<file path="src/rtl/uart_pkg.sv">
// Shared UART definitions: baud select codes, oversampling ratio, FSM states.
// Used by both the TX and RX paths so they agree on rate encoding.
// No logic, no latency, no flow control.
package uart_pkg;

    localparam int OVERSAMPLE = 16;

    typedef enum logic [1:0] {
        BAUD_2400  = 2'b00,
        BAUD_4800  = 2'b01,
        BAUD_9600  = 2'b10,
        BAUD_19200 = 2'b11
    } baud_sel_t;

    typedef enum logic [2:0] {
        IDLE   = 3'd0,
        START  = 3'd1,
        DATA   = 3'd2,
        PARITY = 3'd3,
        STOP   = 3'd4
    } uart_state_t;

    function automatic int baud_hz(input logic [1:0] sel);
        int hz;
        case (sel)
            BAUD_2400:  hz = 2400;
            BAUD_4800:  hz = 4800;
            BAUD_9600:  hz = 9600;
            default:    hz = 19200;
        endcase
        return hz;
    endfunction

    // Clocks per 16x sample tick, truncated.
    function automatic int baud_div(input int clk_freq, input logic [1:0] sel);
        return clk_freq / (baud_hz(sel) * OVERSAMPLE);
    endfunction

endpackage

</file>
<file path="src/rtl/uart_rx_tick_gen.sv">
// 16x oversampling tick generator for the UART receiver.
// Latency: first tick one divisor period after restart (registered tick).
// Backpressure: none; free-running, restart realigns phase.
module uart_rx_tick_gen
    import uart_pkg::*;
#(
    parameter int CLK_FREQ = 50000000
) (
    input  logic       clock,
    input  logic       rst,
    input  logic       restart,
    input  logic [1:0] baud_sel,
    output logic       tick
);

    localparam int MAX_DIV = CLK_FREQ / (2400 * OVERSAMPLE);
    localparam int CW      = $clog2(MAX_DIV + 1);

    logic [CW-1:0] cnt;
    logic [CW-1:0] div_m1;

    assign div_m1 = CW'(baud_div(CLK_FREQ, baud_sel) - 1);

    always_ff @(posedge clock or posedge rst) begin
        if (rst) begin
            cnt  <= '0;
            tick <= 1'b0;
        end else if (restart) begin
            cnt  <= '0;
            tick <= 1'b0;
        end else if (cnt == div_m1) begin
            cnt  <= '0;
            tick <= 1'b1;
        end else begin
            cnt  <= cnt + CW'(1);
            tick <= 1'b0;
        end
    end

endmodule

</file>
<file path="src/rtl/uart_rx.sv">
// 8N1 UART receiver, 16x oversampled, mid-bit sampling; even parity with UART_RX_PARITY_EN.
// Latency: rx_valid ~2 sync clocks + 9.5 bit periods after the start edge (10.5 with parity).
// Backpressure: none; rx_valid/frame_err are single-cycle strobes that must be taken.
module uart_rx
    import uart_pkg::*;
#(
    parameter int CLK_FREQ = 50000000
) (
    input  logic       clock,
    input  logic       rst,
    input  logic [1:0] baud_rate,
    input  logic       rx,
    output logic [7:0] rx_data,
    output logic       rx_valid,
    output logic       frame_err,
    output logic       rx_busy
`ifdef UART_RX_PARITY_EN
    ,
    output logic       parity_err
`endif
);

    logic        rx_meta;
    logic        rx_sync;
    logic        rx_prev;
    logic        start_edge;
    logic        restart;
    logic        tick;
    uart_state_t state;
    logic [1:0]  baud_lat;
    logic [3:0]  tick_cnt;
    logic [2:0]  bit_cnt;
    logic [7:0]  shift;
`ifdef UART_RX_PARITY_EN
    logic        par_bit;
`endif

    // Line is idle-high, so the synchronizer resets to 1 to avoid a phantom edge.
    always_ff @(posedge clock or posedge rst) begin
        if (rst) begin
            rx_meta <= 1'b1;
            rx_sync <= 1'b1;
            rx_prev <= 1'b1;
        end else begin
            rx_meta <= rx;
            rx_sync <= rx_meta;
            rx_prev <= rx_sync;
        end
    end

    assign start_edge = rx_prev & ~rx_sync;
    assign restart    = (state == IDLE) && start_edge;

    uart_rx_tick_gen #(
        .CLK_FREQ (CLK_FREQ)
    ) u_tick_gen (
        .clock    (clock),
        .rst      (rst),
        .restart  (restart),
        .baud_sel (baud_lat),
        .tick     (tick)
    );

    always_ff @(posedge clock or posedge rst) begin
        if (rst) begin
            state     <= IDLE;
            baud_lat  <= 2'b00;
            tick_cnt  <= 4'd0;
            bit_cnt   <= 3'd0;
            shift     <= 8'h00;
            rx_data   <= 8'h00;
            rx_valid  <= 1'b0;
            frame_err <= 1'b0;
            rx_busy   <= 1'b0;
`ifdef UART_RX_PARITY_EN
            par_bit    <= 1'b0;
            parity_err <= 1'b0;
`endif
        end else begin
            rx_valid  <= 1'b0;
            frame_err <= 1'b0;
`ifdef UART_RX_PARITY_EN
            parity_err <= 1'b0;
`endif
            case (state)
                IDLE: begin
                    if (start_edge) begin
                        state    <= START;
                        baud_lat <= baud_rate;
                        tick_cnt <= 4'd0;
                        bit_cnt  <= 3'd0;
                        rx_busy  <= 1'b1;
                    end
                end
                START: begin
                    if (tick) begin
                        if (tick_cnt == 4'd7) begin
                            tick_cnt <= 4'd0;
                            if (!rx_sync) begin
                                state <= DATA;
                            end else begin
                                state   <= IDLE;
                                rx_busy <= 1'b0;
                            end
                        end else begin
                            tick_cnt <= tick_cnt + 4'd1;
                        end
                    end
                end
                DATA: begin
                    if (tick) begin
                        tick_cnt <= tick_cnt + 4'd1;
                        if (tick_cnt == 4'd15) begin
                            shift   <= {rx_sync, shift[7:1]};
                            bit_cnt <= bit_cnt + 3'd1;
                            if (bit_cnt == 3'd7) begin
`ifdef UART_RX_PARITY_EN
                                state <= PARITY;
`else
                                state <= STOP;
`endif
                            end
                        end
                    end
                end
`ifdef UART_RX_PARITY_EN
                PARITY: begin
                    if (tick) begin
                        tick_cnt <= tick_cnt + 4'd1;
                        if (tick_cnt == 4'd15) begin
                            par_bit <= rx_sync;
                            state   <= STOP;
                        end
                    end
                end
`endif
                STOP: begin
                    if (tick) begin
                        tick_cnt <= tick_cnt + 4'd1;
                        if (tick_cnt == 4'd15) begin
                            state     <= IDLE;
                            rx_busy   <= 1'b0;
                            frame_err <= ~rx_sync;
`ifdef UART_RX_PARITY_EN
                            // Even parity: data bits plus parity bit must XOR to zero.
                            parity_err <= (^shift) ^ par_bit;
                            if (rx_sync && ((^shift) == par_bit)) begin
                                rx_data  <= shift;
                                rx_valid <= 1'b1;
                            end
`else
                            if (rx_sync) begin
                                rx_data  <= shift;
                                rx_valid <= 1'b1;
                            end
`endif
                        end
                    end
                end
                default: begin
                    state   <= IDLE;
                    rx_busy <= 1'b0;
                end
            endcase
        end
    end

endmodule
</file>
<file path="config.mk">
export PLATFORM = sky130hd
export DESIGN_NAME = uart_rx
export DESIGN_NICKNAME = d
export VERILOG_FILES = /design/src/rtl/uart_pkg.sv /design/src/rtl/uart_rx_tick_gen.sv /design/src/rtl/uart_rx.sv
export SDC_FILE = /design/constraint.sdc
export NUM_CORES = 1
export LEC_CHECK = 0
export ABC_AREA = 0
export CORE_ASPECT_RATIO = 0.9
export CORE_UTILIZATION = 40
export CTS_CLUSTER_DIAMETER = 100
export DETAILED_ROUTE_END_ITERATION = 7
export PLACE_DENSITY = 0.65
export SLEW_MARGIN = 40
export SYNTH_ARGS = -nofsm -noshare
export SYNTH_HDL_FRONTEND = slang
export SYNTH_SLANG_ARGS = --single-unit
export TNS_END_PERCENT = 1
</file>
<file path="constraint.sdc">
create_clock -name clock -period 3.3 [get_ports clock]
set_input_delay 0.66 -clock clock [delete_from_list [all_inputs] [get_ports clock]]
set_output_delay 0.66 -clock clock [all_outputs]
set_load 0.03 [all_outputs]
</file>
==> results.toml <==
[outcome]
status = "complete, no violations"

[timing]
min_period_ns = 2.019
hold_viol = 0
worst_slack_ns = 1.281
setup_tns_ns = 0
rsz0062_at_grt = "no"
worst_pin_slew_ns = 0.5724
finClkSkew_ns = 0.002301
finalCritPeriodShare_pct = 61.18
relSlewSlack_pct = 61.84
drv_slew = 0
clock.fmax_ghz = 0.4953
setup_viol = 0

[worst_setup_path]
critPathKind = "register to output port"
reg2reg_depth = 6
slowest_stage = "clkdlybuf4s50_1"
worstPathArrival_ns = 1.36
rrSetupSlack_ns = 1.35
crit_required_ns = 2.64
critical_path.top_delay_family = "buffers and inverters"
cp_max_fo = 2
critPathBufInv = 1
startpoint_type = "register"
critPathMaxStageDelay_ns = 0.68
worstSetupEndpointType = "output port"
r2r_end = "u_tick_gen.cnt[7]"
r2r-start = "baud_lat[0]"
crit_chain = "clkdlybuf4s50_1"

[cells_and_area]
drive_above_1_share_pct = 15.18
fill_cells = 549
multi_input_area_um2 = 1065
final_util_pct = 46.31
seqCellArea_um2 = 1155
antenna_cells = 0
area_growth_syn_to_layout_pct = 12.27
finalNetCount = 237

[yosys]
synth_edf_count = 0
ys_top_cells_by_area = "dfrtp_1 (46%), mux2_2 (5.8%), ha_1 (4.8%)"
synth_top_cell_by_area = "dfrtp_1"
ys_seq_area_share_pct = 49.46
synth_warnings = 0
synthArstFlopShare_pct = 100.0
syn-num-nets = 224
synth-seq-cells = 46
synthCells = 210
netlist_area_um2 = 2335
synth_ff_type = "dfrtp_1"
synth_top_area_share_pct = 46.09
syn-mean-instance-area_um2 = 11.12
synth_cell_types = 47

[clock_network]
cts_tree = "built"
postCtsSetupRepairBufs = 0
path_clk_slew_ns = 0.09
insertion_delay_ns = 0.30
root_buffer = "clkbuf_8"
post_cts_resized = 0
htreeDepth = 2
cts_max_path_buffers = 2
cts_made_buffers = 5
cts.sinks = 46
hold_buffers = 0

[floorplanning]
coreArea_um2 = 5660
pin_count = 16
dieArea_um2 = 6147
rows = 26
die_w_um = 82.53
die_h_um = 74.48
initial_utilization_pct = 41.25

[pwr]
peakVddDrop_mv = 0.2867
p_total_mw = 1.583
leakage_nw = 1.212
power.density_nw_per_um2 = 603.9

[global_routing]
grt_usage_pct = 15.10
grt_pass1_wl_um = 6948
grt_max_degree = 47
antenna_found_initial = 0
grt_pass1_vias = 1465
grt_overflow = 0

[route]
drtIter0Drc = 96
post_drt_wl_per_cell_um = 13.55
drcViolationCount = 0
postRouteAntennaNets = 0
vias = 1514
routed_via_density = 5.150
drtPass1Iterations = 4
routed_wirelength_um = 3983

[place]
portBuffers = 15
gp_congestion = 0.8020
hpwl_um = 2721
preCtsSetupSlack_ns = 1.338

[min_path]
min_from = "rx_meta"
min_to = "rx_sync"
hp-class = "register to register"
hold_depth = 0

[flow_run]
cap_violations = 0
metrics by stage:
stage | std cells | hold WS, ns | cell area (µm²)
2_1_floorplan | 210 | 0.3452 | 2335
3_3_place_gp | 286 | 0.3458 | 2506
3_5_place_dp | 286 | 0.3500 | 2509
4_1_cts | 294 | 0.3638 | 2621
5_1_grt | 294 | 0.3667 | 2621
6_report | 294 | 0.3611 | 2621
power by group:
group	total (mW)	switching (mW)	internal (mW)
registers	0.744	0.107	0.637
logic	0.415	0.243	0.172
clock network	0.424	0.197	0.227
state kept, by name, summed over array words and instances (netlist names):
signal / count
u_tick_gen.cnt: 11
rx_data: 8
shift: 8
tick_cnt: 4
bit_cnt: 3
state: 3
baud_lat: 2
frame_err: 1
rx_busy: 1
rx_meta: 1
rx_prev: 1
rx_sync: 1
rx_valid: 1
u_tick_gen.tick: 1
Yosys cell counts (7+ instances only):
master	count
xor2_1	9
inv_1	13
nor3_1	14
ha_1	9
o21ai_0	9
nor2_1	12
nand2_1	11
dfrtp_1	43
nand3_1	9
xnor2_1	7
mux2_2	12
per-layer routing:
metal	track usage (%)	up-vias	part of all wire, %
met3	3.804	5	3.3
li1	-	759	-
met1	22.18	723	54
met5	0	-	0
met4	5.172	0	1.3
met2	21.58	27	41
logic make-up (layout without fill, tap and decap cells):
kind of cell / count (synthesis) / after routing / synth area share [%]
simple gates: 70 / 70 / 17.04
flops: 46 / 46 / 49.46
compound gates: 28 / 28 / 8.093
buf+inv: 22 / 36 / 4.930
mux: 18 / 18 / 9.218
xor+xnor: 16 / 16 / 6.002
fa+ha+maj: 10 / 10 / 5.252
worst max path at each step:
stage	start	to	slack [ns]	depth (start not counted)
6_report	rx_busy	rx_busy	1.28	1
5_1_grt	baud_lat[0]	u_tick_gen.cnt[5]	1.15	6
4_1_cts	rx_busy	rx_busy	1.26	1
3_5_place_dp	baud_lat[0]	u_tick_gen.cnt[7]	1.34	6
3_3_place_gp	baud_lat[0]	u_tick_gen.cnt[6]	1.34	6
2_1_floorplan	rst	baud_lat[0]	1.56	1
cells in the final DEF, fill, tap and decap left out, drive strengths merged, types with 9 or more instances in the layout:
cell and instances:
nand2 11, nand3 9, o21ai 9, nor2 12, nor3 14, mux2 16
dfrtp 43, inv 14, xor2 9, clkdlybuf4s50 15, ha 9
cell type report:
type	count	share of cell area (%)
clock buffers	5	2.625
inverters	13	1.957
multi-input cells	142	40.62
well taps	70	3.341
clock inverters	3	1.671
repair buffers	15	5.728
flip-flops and latches	46	44.06
Power figures use the tool's default switching activity.
